<file path="config.mk">
export PLATFORM = sky130hd
export DESIGN_NAME = z_serial_adder_ctrl_flat
export DESIGN_NICKNAME = d
export VERILOG_FILES = /design/src/rtl/z_serial_adder_ctrl_if.sv /design/src/rtl/z_serial_adder_ctrl.sv /design/src/flat_wrapper.sv
export SDC_FILE = /design/constraint.sdc
export NUM_CORES = 1
export LEC_CHECK = 0
export ABC_AREA = 0
export CELL_PAD_IN_SITES_DETAIL_PLACEMENT = 0
export CELL_PAD_IN_SITES_GLOBAL_PLACEMENT = 1
export CORE_ASPECT_RATIO = 2
export CORE_MARGIN = 5
export CORE_UTILIZATION = 30
export CTS_CLUSTER_SIZE = 16
export DETAILED_ROUTE_END_ITERATION = 12
export PLACE_DENSITY = 0.75
export SLEW_MARGIN = 20
export SYNTH_ARGS = -nofsm -noshare
export SYNTH_HDL_FRONTEND = slang
export SYNTH_SLANG_ARGS = --single-unit
</file>
<file path="constraint.sdc">
create_clock -name clk -period 3.8 [get_ports clk]
set_input_delay 0.57 -clock clk [delete_from_list [all_inputs] [get_ports clk]]
set_output_delay 0.57 -clock clk [all_outputs]
set_load 0.02 [all_outputs]
</file>
<file path="src/rtl/z_serial_adder_ctrl_if.sv">
// Request/result bundle for z_serial_adder_ctrl.
// Handshakes: a transfer happens on a rising clk edge where valid and ready are
// both high; valid never waits on ready, and payload is stable while valid is high.
interface z_serial_adder_ctrl_if #(
  parameter int WIDTH = 16
);
  logic             req_valid;
  logic             req_ready;
  logic [WIDTH-1:0] a;
  logic [WIDTH-1:0] b;
  logic             c_in;
  logic             sub;
  logic             res_valid;
  logic             res_ready;
  logic [WIDTH-1:0] sum;
  logic             c_out;
  logic             ovf;
  logic             busy;

  modport master (
    output req_valid, a, b, c_in, sub, res_ready,
    input  req_ready, res_valid, sum, c_out, ovf, busy
  );

  modport slave (
    input  req_valid, a, b, c_in, sub, res_ready,
    output req_ready, res_valid, sum, c_out, ovf, busy
  );
endinterface

</file>
<file path="src/rtl/z_serial_adder_ctrl.sv">
// Multi-cycle adder: one SLICE-bit generate/propagate ripple slice per clock, LSB first.
// Optional subtract (b inverted, carry-in forced to 1) is built when Z_ADD_SUB_EN is defined.
module z_serial_adder_ctrl #(
  parameter int WIDTH = 16,
  parameter int SLICE = 4,
  parameter int D     = 2
) (
  input  logic                   clk,
  input  logic                   rst,
  z_serial_adder_ctrl_if.slave   bus,
  output logic [1:0]             dbg_state
);
  localparam int NSLICE = WIDTH / SLICE;
  localparam int CW     = (NSLICE > 1) ? $clog2(NSLICE) : 1;

  typedef enum logic [1:0] {
    IDLE = 2'd0,
    RUN  = 2'd1,
    DONE = 2'd2
  } state_t;

  state_t           state_q, state_d;
  logic [CW-1:0]    cnt_q;
  logic             carry_q;
  logic [WIDTH-1:0] a_q, b_q, sum_q;
  logic             c_out_q, ovf_q;
  logic             accept;
  logic             last_slice;

  logic [SLICE-1:0] a_sl, b_sl, gen, prop, s_sl;
  logic [SLICE:0]   c;
  logic [WIDTH-1:0] eff_b;
  logic             eff_c;
  logic             unused_cfg;

`ifdef Z_ADD_SUB_EN
  assign eff_b      = bus.sub ? ~bus.b : bus.b;
  assign eff_c      = bus.sub ? 1'b1   : bus.c_in;
  assign unused_cfg = (D >= 0);
`else
  assign eff_b      = bus.b;
  assign eff_c      = bus.c_in;
  assign unused_cfg = (D >= 0) ^ bus.sub;
`endif

  assign last_slice = (cnt_q == CW'(NSLICE - 1));

  // Ripple through the current slice; c[0] is the carry left by the previous slice.
  always_comb begin
    a_sl = a_q[cnt_q * SLICE +: SLICE];
    b_sl = b_q[cnt_q * SLICE +: SLICE];
    gen  = a_sl & b_sl;
    prop = a_sl ^ b_sl;
    c    = '0;
    s_sl = '0;
    c[0] = carry_q;
    for (int i = 0; i < SLICE; i++) begin
      s_sl[i]  = prop[i] ^ c[i];
      c[i + 1] = gen[i] | (prop[i] & c[i]);
    end
  end

  always_ff @(posedge clk) begin
    if (rst) state_q <= IDLE;
    else     state_q <= state_d;
  end

  always_comb begin
    state_d       = state_q;
    accept        = 1'b0;
    bus.req_ready = 1'b0;
    bus.res_valid = 1'b0;
    bus.busy      = 1'b0;
    case (state_q)
      IDLE: begin
        bus.req_ready = 1'b1;
        if (bus.req_valid) begin
          accept  = 1'b1;
          state_d = RUN;
        end
      end
      RUN: begin
        bus.busy = 1'b1;
        if (last_slice) state_d = DONE;
      end
      DONE: begin
        bus.res_valid = 1'b1;
        if (bus.res_ready) state_d = IDLE;
      end
      default: state_d = IDLE;
    endcase
  end

  always_ff @(posedge clk) begin
    if (rst) begin
      cnt_q   <= '0;
      carry_q <= 1'b0;
      a_q     <= '0;
      b_q     <= '0;
      sum_q   <= '0;
      c_out_q <= 1'b0;
      ovf_q   <= 1'b0;
    end else if (accept) begin
      a_q     <= bus.a;
      b_q     <= eff_b;
      carry_q <= eff_c;
      cnt_q   <= '0;
    end else if (state_q == RUN) begin
      sum_q[cnt_q * SLICE +: SLICE] <= s_sl;
      carry_q <= c[SLICE];
      // Counter wraps to 0 on the last slice so it never reaches NSLICE.
      cnt_q   <= last_slice ? '0 : cnt_q + 1'b1;
      if (last_slice) begin
        c_out_q <= c[SLICE];
        ovf_q   <= c[SLICE - 1] ^ c[SLICE];
      end
    end
  end

  assign bus.sum   = sum_q;
  assign bus.c_out = c_out_q;
  assign bus.ovf   = ovf_q;
  assign dbg_state = state_q;
endmodule

</file>
<file path="src/flat_wrapper.sv">
// flat-port wrapper written by rule: the top's interface ports become plain ports
module z_serial_adder_ctrl_flat 
#(
  parameter int WIDTH = 16,
  parameter int SLICE = 4,
  parameter int D     = 2
)
  (clk, rst, dbg_state, bus_req_valid, bus_a, bus_b, bus_c_in, bus_sub, bus_res_ready, bus_req_ready, bus_res_valid, bus_sum, bus_c_out, bus_ovf, bus_busy);
  z_serial_adder_ctrl_if #(.WIDTH(WIDTH)) bus_i ();
  input  logic clk;
  input  logic rst;
  output logic [1:0] dbg_state;
  input wire logic [$bits(bus_i.req_valid)-1:0] bus_req_valid;
  input wire logic [$bits(bus_i.a)-1:0] bus_a;
  input wire logic [$bits(bus_i.b)-1:0] bus_b;
  input wire logic [$bits(bus_i.c_in)-1:0] bus_c_in;
  input wire logic [$bits(bus_i.sub)-1:0] bus_sub;
  input wire logic [$bits(bus_i.res_ready)-1:0] bus_res_ready;
  output wire logic [$bits(bus_i.req_ready)-1:0] bus_req_ready;
  output wire logic [$bits(bus_i.res_valid)-1:0] bus_res_valid;
  output wire logic [$bits(bus_i.sum)-1:0] bus_sum;
  output wire logic [$bits(bus_i.c_out)-1:0] bus_c_out;
  output wire logic [$bits(bus_i.ovf)-1:0] bus_ovf;
  output wire logic [$bits(bus_i.busy)-1:0] bus_busy;
  assign bus_i.req_valid = bus_req_valid;
  assign bus_i.a = bus_a;
  assign bus_i.b = bus_b;
  assign bus_i.c_in = bus_c_in;
  assign bus_i.sub = bus_sub;
  assign bus_i.res_ready = bus_res_ready;
  assign bus_req_ready = bus_i.req_ready;
  assign bus_res_valid = bus_i.res_valid;
  assign bus_sum = bus_i.sum;
  assign bus_c_out = bus_i.c_out;
  assign bus_ovf = bus_i.ovf;
  assign bus_busy = bus_i.busy;
  z_serial_adder_ctrl #(.WIDTH(WIDTH), .SLICE(SLICE), .D(D)) u_core (.clk(clk), .rst(rst), .bus(bus_i), .dbg_state(dbg_state));
endmodule
</file>
== Word-level counts from Yosys, hierarchy flattened ==
Index checks and enable logic that the tools add are counted.

* Register bits after elaboration: 55
* Bits of input ports: 38
* Output and inout bits: 23
* Logic and storage cells: 55

* Add/subtract/negate cells: 2
* Equality and inequality tests: 6
* Shift-type cells: 4
* Mux-type cells: 13
* Bitwise gates (word level): 16
* Reduce and logical (&&, ||, !) cells: 6

{| class="wikitable"
|+ Operators by type and width
! kind !! number
|-
| negation 4 -> 34 bit || 1
|-
| variable shift 4 x 34 -> 16 bit (first input constant) || 1
|-
| variable part select 4 x 34 -> 16 bit || 1
|-
| variable part select 16 x 5 -> 4 bit || 2
|-
| bitwise mux 16 bit || 1
|-
| 2-to-1 mux 2 bit || 4
|-
| 2-to-1 mux 1 bit || 7
|-
| one-hot mux 2 bit (3 select lines) || 1
|-
| AND reduction 3 bit || 2
|-
| XOR 1 bit || 5
|-
| bitwise AND 1 bit || 4
|-
| bitwise AND 4 bit || 1
|-
| == test 2 bit (second input constant) || 2
|-
| != test 2 bit (second input constant) || 2
|-
| OR 1 bit || 4
|-
| XOR 4 bit || 1
|-
| adder 2 x 1 -> 2 bit (second input constant) || 1
|-
| == test 2 x 1 -> 1 bit (second input constant) || 1
|-
| logical NOT 2 bit || 1
|-
| != test 2 x 1 -> 1 bit (second input constant) || 1
|-
| AND reduction 2 bit || 1
|-
| nonzero test 2 bit || 1
|-
| OR reduction 2 bit || 1
|-
| NOT 1 bit || 1
|}

== Depth between registers and ports, before layout ==
Gate-level depths: netlist of run 1.

* Word-level depth: 12
* Depth in mapped cells: 11
* Mapped depth without buffers: 10

== Worst setup path after synthesis of run 1 ==
No wires, ideal clock.

* Kind: flip-flop to flip-flop
* Start: register u_core.cnt_q[0]
* End: register u_core.ovf_q (netlist: u_core.bus.ovf)
* Setup time: 71 ps
* Arrival: 2795 ps
* Data required time: 3729 ps
* Path slack: 934 ps
* Cell stages (with the launch flop): 12
* Path buffers: 1
* Clock period less this slack: 2866 ps
* Cells stage by stage: dfxtp_1 -> buf_6 -> mux4_2 -> fa_1 -> inv_1 -> fa_1 -> fa_1 -> inv_1 -> fa_1 -> xnor2_1 -> nand3_1 -> a21oi_1

* Longest elaborated chain between the ends: 11
* Elaborated cells on any way between the ends: 15
* Classes of those cells: eq/ne (1); shift (2); bitwise (11); reduce/logical (1)

{| class="wikitable"
|+ RTL lines
! element !! line !! RTL
|-
| start, declared || z_serial_adder_ctrl.sv:23 || <nowiki>logic [CW-1:0] cnt_q;</nowiki>
|-
| start signal, assigned || z_serial_adder_ctrl.sv:112 || <nowiki>cnt_q <= last_slice ? '0 : cnt_q + 1'b1;</nowiki>
|-
| variable part select 16 x 5 -> 4 bit, on equally long branches || z_serial_adder_ctrl.sv:50, z_serial_adder_ctrl.sv:51 ||
|-
| XOR 4 bit || z_serial_adder_ctrl.sv:53 || <nowiki>prop = a_sl ^ b_sl;</nowiki>
|-
| bitwise AND 1 bit || z_serial_adder_ctrl.sv:59 || <nowiki>c[i + 1] = gen[i] | (prop[i] & c[i]);</nowiki>
|-
| OR 1 bit || z_serial_adder_ctrl.sv:59 ||
|-
| bitwise AND 1 bit || z_serial_adder_ctrl.sv:59 ||
|-
| OR 1 bit || z_serial_adder_ctrl.sv:59 ||
|-
| bitwise AND 1 bit || z_serial_adder_ctrl.sv:59 ||
|-
| OR 1 bit || z_serial_adder_ctrl.sv:59 ||
|-
| bitwise AND 1 bit || z_serial_adder_ctrl.sv:59 ||
|-
| OR 1 bit (*) || z_serial_adder_ctrl.sv:59 ||
|-
| named net u_core.c[4] || z_serial_adder_ctrl.sv:31 || <nowiki>logic [SLICE:0] c;</nowiki>
|-
| XOR 1 bit (*) || z_serial_adder_ctrl.sv:115 || <nowiki>ovf_q <= c[SLICE - 1] ^ c[SLICE];</nowiki>
|-
| end signal, assigned || z_serial_adder_ctrl.sv:115 ||
|-
| end, declared || z_serial_adder_ctrl.sv:26 || <nowiki>logic c_out_q, ovf_q;</nowiki>
|}

Mark *: on every way through the listed nets, which the timed path passes. The rest lies on a longest branch.
A chain may end at the register's enable or synchronous reset.

== Worst setup path in the final report of run 1 ==
Same ends and word-level chain as after synthesis.

==> results of run 1 <==
[area by class of cell]
type | count | area [sq um]
fill | 876 | 4950
multi-input combinational | 187 | 1250
sequential | 55 | 1100
timing repair buffer | 63 | 616
clock buffer | 6 | 129
tap | 98 | 123
inverter | 13 | 48.8
clock inverter | 2 | 16.3
[layer usage]
metal,part of all wire (%),vias to the layer above,GRT usage [%]
met1,38,881,11.8
met4,2.6,0,6.38
met2,55,40,20.6
met5,0,-,0
met3,4.6,8,2.74
li1,-,1029,-
[kinds of logic (layout without fill, tap and decap cells)]
group	count (synthesis)	in the layout	synth area share (%)
AOI/OAI and AO/OA	51	51	11.9
xor gates and xnor gates	1	1	0.347
adders and majority gates	10	10	6.14
buffers and inverters	31	84	6.88
DFF	55	55	43.6
muxes	13	13	9.55
and+or+nand+nor	112	112	21.6
[critical path, stage by stage (launching register included)]
cell	delay [ps]
dfxtp_1	430
mux4_2	540
fa_1	400
inv_1	80
fa_1	180
fa_1	210
inv_1	60
fa_1	440
xnor2_1	180
nand3_1	100
a21oi_1	170
[final timing paths]
kind                            cells past startpoint              to             from  slack (ps)
worst max-delay path                               10  u_core.bus.ovf  u_core.cnt_q[0]         930
worst min-delay path                                2   u_core.a_q[9]    u_core.a_q[9]         450
worst max register to register                     10  u_core.bus.ovf  u_core.cnt_q[0]         930
worst min register to register                      2   u_core.a_q[9]    u_core.a_q[9]         450
[state kept, by name (all words and copies together), names as in the netlist]
signal,cells
u_core.a_q,16
u_core.b_q,16
u_core.bus.c_out,1
u_core.bus.ovf,1
u_core.bus.sum,16
u_core.carry_q,1
u_core.cnt_q,2
u_core.dbg_state,2
[layout by cell type, fill, tap and decap left out, drive strengths merged, types with 2 or more instances in the layout]
cell / instances
nand3b: 3
nor3: 3
nand3: 2
or3: 4
clkdlybuf4s50: 58
dfxtp: 55
o32ai: 8
nand2b: 8
ha: 6
nor3b: 2
clkbuf: 6
mux4: 8
a21oi: 40
buf: 5
nand4: 3
mux2i: 5
fa: 4
nand2: 72
inv: 14
nor2: 7
nor2b: 2
a32oi: 2
[cell usage after synthesis, types with 3 or more instances]
library cell	instances
a21oi_1	40
buf_2	4
buf_6	7
clkbuf_1	7
dfxtp_1	55
fa_1	4
ha_1	6
inv_1	13
mux2i_1	5
mux4_1	3
mux4_2	5
nand2_1	72
nand2b_1	8
nand3b_1	3
nand4_1	3
nor2_1	7
nor3_1	3
o32ai_1	8
or3_1	4
[through the flow]
| step | util [%] | std cells |
|---|---|---|
| 2_1_floorplan | - | 273 |
| 4_1_cts | 39.9 | 424 |
| 3_3_place_gp | 38.1 | 416 |
| 3_5_place_dp | 38.1 | 416 |
| 6_report | 39.9 | 424 |
| 5_1_grt | 39.9 | 424 |
[power by group through the flow]
stage / sequential (mW) / combinational [mW] / clock, mW
3_5_place_dp: 0.631 / 0.177 / 0
3_3_place_gp: 0.630 / 0.177 / 0
5_1_grt: 0.620 / 0.193 / 0.496
6_report: 0.617 / 0.176 / 0.454
4_1_cts: 0.618 / 0.178 / 0.468
2_1_floorplan: 0.629 / 0.109 / 0
==> qor.yml, run 1 <==
global_route:
  grt_pass1_wl_um: 9250
  first_global_vias: 1983
  antenna_found_initial: 0
  grt_usage_pct: 11.6
  grt_max_degree: 62
  grt-ovfl-total: 0
clock_tree:
  cts_buffers: 5
  clockBufferDepth: 2
  cts.sinks: 55
  cts_tree: "done"
  clk_latency_ps: 290
  clk_pin_slew_ps: 70
  postCtsHoldBufs: 0
  clock-root-buffer: "clkbuf_16"
  ctsResizeCount: 0
  post_cts_buffers: 0
  cts.htree.levels: 2
place:
  dpl_cell_area_sq_um: 3140
  portBuffers: 59
  pre_cts_slack_ps: 915
  dpl.hpwl_um: 4330
  gp_congestion: 0.755
timing:
  tightest_slew_ps: 1040
  finalHoldViolations: 0
  finClkSkew_ps: 6.87
  timing.final.crit_period_ps: 2870
  tns_ps: 0
  drv_slew: 0
  worst_slack_ps: 934
  rsz0062_at_grt: "no"
  timing.slew.headroom_pct: 30.6
  hold_slack_ps: 451
  finalSetupViolations: 0
  fin_crit_sh_pct: 75.4
  fmax_mhz: 349
synthesis:
  synth_top_area_share_pct: 43.6
  synth.avg_cell_area_sq_um: 9.26
  postSynthCellCount: 273
  yosys.area.top_type: "dfxtp_1"
  synth.area.top_cells: "dfxtp_1, nand2_1, a21oi_1"
  ys_seq_elements: 55
  synthDistinctLibCells: 33
  synth_flop_cell: "dfxtp_1"
  ys_warn_count: 0
  synth_nets: 321
  synth_edf_count: 0
  seq_area_frac_synth_pct: 43.6
  syn_area_sq_um: 2530
  synth-async-reset-ratio_pct: 0
detailed_routing:
  wl_um: 5790
  viasPerCell: 4.62
  ant_nets: 0
  vias: 1958
  drtIter0Drc: 93
  wl_per_cell_um: 13.7
  first_pass_iters: 4
  drc: 0
worst_hold_path:
  hold_path_class: "flop to flop"
power:
  pwr_density_cell_nw_per_um2: 380
  p_leak_nw: 1.16
  power.switching_mw: 0.310
  p_int_mw: 0.937
  p_sw_share_pct: 24.9
  comb_power_share_pct: 14.1
  power_frac_clock_pct: 36.4
  power_frac_seq_pct: 49.5
  p_total_mw: 1.25
  ir_drop_v: 0.000311
worst_setup_path:
  critPathKind: "flop to flop"
  crit_fanout: 4
  cp-end-kind: "flop"
  arrival_ps: 3080
  critPathLaunchType: "flop"
  cp.required_ps: 4010
flow_run:
  cap_viol_max_count: 0
status:
  outcome: "complete, no violations"
layout:
  syn2layout_area_growth_pct: 30.0
  postLayoutCellArea_sq_um: 3290
  nets: 373
  antennaDiodeCount: 0
  drive_gt1_share_pct: 7.36
floorplan:
  initial_utilization_pct: 30.7
  core_area_sq_um: 8230
  die_area_sq_um: 10500
  dieWidth_um: 74.9
  io_pins: 61
  die_h_um: 140
  fp-row-count: 47
(Power assumes the default switching activity.)
==> run 2, diff against run 1 <==
--- a/config.mk
+++ b/config.mk
@@ -13,7 +13,7 @@
 export CORE_UTILIZATION = 30
 export CTS_CLUSTER_SIZE = 16
 export DETAILED_ROUTE_END_ITERATION = 12
-export PLACE_DENSITY = 0.75
+export PLACE_DENSITY = 0.77
 export SLEW_MARGIN = 20
 export SYNTH_ARGS = -nofsm -noshare
 export SYNTH_HDL_FRONTEND = slang
==> constraint.sdc (replaced) <==
create_clock -name clk -period 2.5 [get_ports clk]
set_input_delay 0.375 -clock clk [delete_from_list [all_inputs] [get_ports clk]]
set_output_delay 0.375 -clock clk [all_outputs]
set_load 0.02 [all_outputs]
==> run 2 against run 1 <==
  * The run now ends with setup timing left
  * Total power grew 55%
  * Sequential power up 52%
  * Clock power rose by 55%
  * Cell count is 2.1% higher
  * Largest power group unchanged
==> qor.yml, run 2 (synthesis gave the netlist of run 1 again) <==
global_route:
  antenna_found_initial: 0  # unchanged
  grt_usage_pct: 12.3  # was 11.6%
  grt_pass1_wl_um: 9830  # was 9250 um
  first_global_vias: 2105  # was 1,983
  grt-ovfl-total: 0  # unchanged
  grt_max_degree: 47  # was 62
timing:
  tightest_slew_ps: 800  # was 1040 ps
  finalSetupViolations: 8  # was 0
  finalHoldViolations: 0  # unchanged
  rsz0062_at_grt: "yes"  # was no
  fin_crit_sh_pct: 106  # was 75.4%
  finClkSkew_ps: 12.8  # was 6.87 ps
  drv_slew: 0  # unchanged
  timing.slew.headroom_pct: 46.7  # was 30.6%
  worst_slack_ps: -150  # was 934 ps
  tns_ps: -649  # was 0 ps
  timing.final.crit_period_ps: 2650  # was 2870 ps
  hold_slack_ps: 452  # was 451 ps
  fmax_mhz: 377  # was 349 MHz
detailed_routing:
  drtIter0Drc: 57  # was 93
  viasPerCell: 4.77  # was 4.62
  met3_length_um: 280  # was 267 um
  drc: 0  # unchanged
  first_pass_iters: 6  # was 4
  drt-met1-wl_um: 2150  # was 2180 um
  wl_met2_um: 3280  # was 3190 um
  top_layer_used: "met4"  # unchanged
  vias: 2066  # was 1,958
  wl_per_cell_um: 13.8  # was 13.7 um
  ant_nets: 0  # unchanged
  wl_um: 5990  # was 5790 um
worst_setup_path:
  arrival_ps: 2850  # was 3080 ps
  crit_fanout: 4  # unchanged
  crit_top_cell: "fa_2"  # was fa_1
  worstPathCellList: "mux4_2 > fa_2 > inv_2 > fa_2 > fa_2 > inv_2 > fa_2 > nand2b_1 > o32ai_1"  # was mux4_2 > fa_1 > inv_1 > fa_1 > fa_1 > inv_1 > fa_1 > xnor2_1 > nand3_1 > a21oi_1
  cpPeakStageDelay_ps: 560  # was 540 ps
  cp-end-kind: "flop"  # unchanged
  critPathLaunchType: "flop"  # unchanged
  crit_buf_inv: 2  # unchanged
  critPathKind: "flop to flop"  # unchanged
  critPathSlowestCell: "fa_2"  # was mux4_2
  cp_top_family: "adder cells"  # unchanged
  cp.required_ps: 2700  # was 4010 ps
floorplan:
  core_area_sq_um: 8230  # unchanged
  io_pins: 61  # unchanged
  fp-row-count: 47  # unchanged
  die_area_sq_um: 10500  # unchanged
  die_h_um: 140  # unchanged
  initial_utilization_pct: 30.7  # unchanged
  dieWidth_um: 74.9  # unchanged
place:
  dpl.hpwl_um: 4580  # was 4330 um
  portBuffers: 59  # unchanged
  gp_congestion: 0.839  # was 0.755
clock_tree:
  clk_latency_ps: 300  # was 290 ps
  clock-root-buffer: "clkbuf_16"  # unchanged
  clockBufferDepth: 2  # unchanged
  cts_tree: "done"  # unchanged
  clk_pin_slew_ps: 80  # was 70 ps
  cts.htree.levels: 2  # unchanged
  cts.sinks: 55  # unchanged
  cts_buffers: 5  # unchanged
layout:
  syn2layout_area_growth_pct: 34.2  # was 30.0%
  drive_gt1_share_pct: 13.1  # was 7.36%
  antennaDiodeCount: 0  # unchanged
  final_cell_mix: "nand2_1, clkdlybuf4s50_1, dfxtp_1"  # unchanged
  nets: 382  # was 373
  final_common_cell: "nand2_1"  # unchanged
  nFillCells: 844  # was 876
power:
  ir_drop_v: 0.000311  # about the same
  p_leak_nw: 1.21  # was 1.16 nW
  p_total_mw: 1.93  # was 1.25 mW
  pwr_density_cell_nw_per_um2: 568  # was 380 nW/um^2
flow_run:
  cap_viol_max_count: 0  # unchanged
status:
  outcome: "finished, violations left"  # was complete, no violations
  violations: "setup timing"
worst_hold_path:
  hold_path_class: "flop to flop"  # unchanged
## run 2: worst min-delay path, cell delays in order (launching register included)
cell and delay, ps:
dfxtp_1 310, nand2_1 50, a21oi_1 50
## run 2: path summary, 6_finish.rpt
check,start,end,slack [ps],cells after the start
worst max register to register,u_core.cnt_q[0],u_core.bus.sum[3],-150,9
worst min-delay path,u_core.bus.sum[5],u_core.bus.sum[5],450,2
worst max-delay path,u_core.cnt_q[0],u_core.bus.sum[3],-150,9
worst min register to register,u_core.bus.sum[5],u_core.bus.sum[5],450,2
## run 2: report_power, final
| part | total, mW | internal [mW] | switching [mW] |
|---|---|---|---|
| registers | 0.937 | 0.913 | 0.0244 |
| logic | 0.287 | 0.149 | 0.138 |
| clock network | 0.704 | 0.375 | 0.328 |
| total | 1.93 | 1.44 | 0.491 |
## run 2: what timing repair did
| item | 4_1_cts | 5_1_grt |
|---|---|---|
| pin swaps | 4 | 4 |
| endpoints found under the setup margin | 8 | 9 |
| setup buffers | 0 | 2 |
| hold buffers | 0 | 0 |
| gates resized for setup | 1 | 3 |
## run 2: routing by layer
layer,up-vias,GRT usage [%]
met5,-,0
met4,0,7.97
met3,16,2.02
met2,48,21.8
li1,1054,-
met1,948,12.5
## run 2: final cells by class
type	count	area [sq um]	area share (%)
multi-input cells	187	1280	37.9
flip-flops and latches	55	1100	32.6
repair buffers	72	683	20.1
clock buffers	5	125	3.69
well taps	98	123	3.61
inverters	13	48.8	1.44
clock inverters	3	22.5	0.664
## run 2: stage by stage
step / cell area, sq um / worst slack, ps / utilization (%) / instances
2_1_floorplan: 2540 / -212 / - / 273
3_3_place_gp: 3210 / -120 / 39.0 / 423
3_5_place_dp: 3210 / -141 / 39.0 / 423
4_1_cts: 3360 / -147 / 40.8 / 431
5_1_grt: 3390 / -270 / 41.2 / 433
6_report: 3390 / -150 / 41.2 / 433
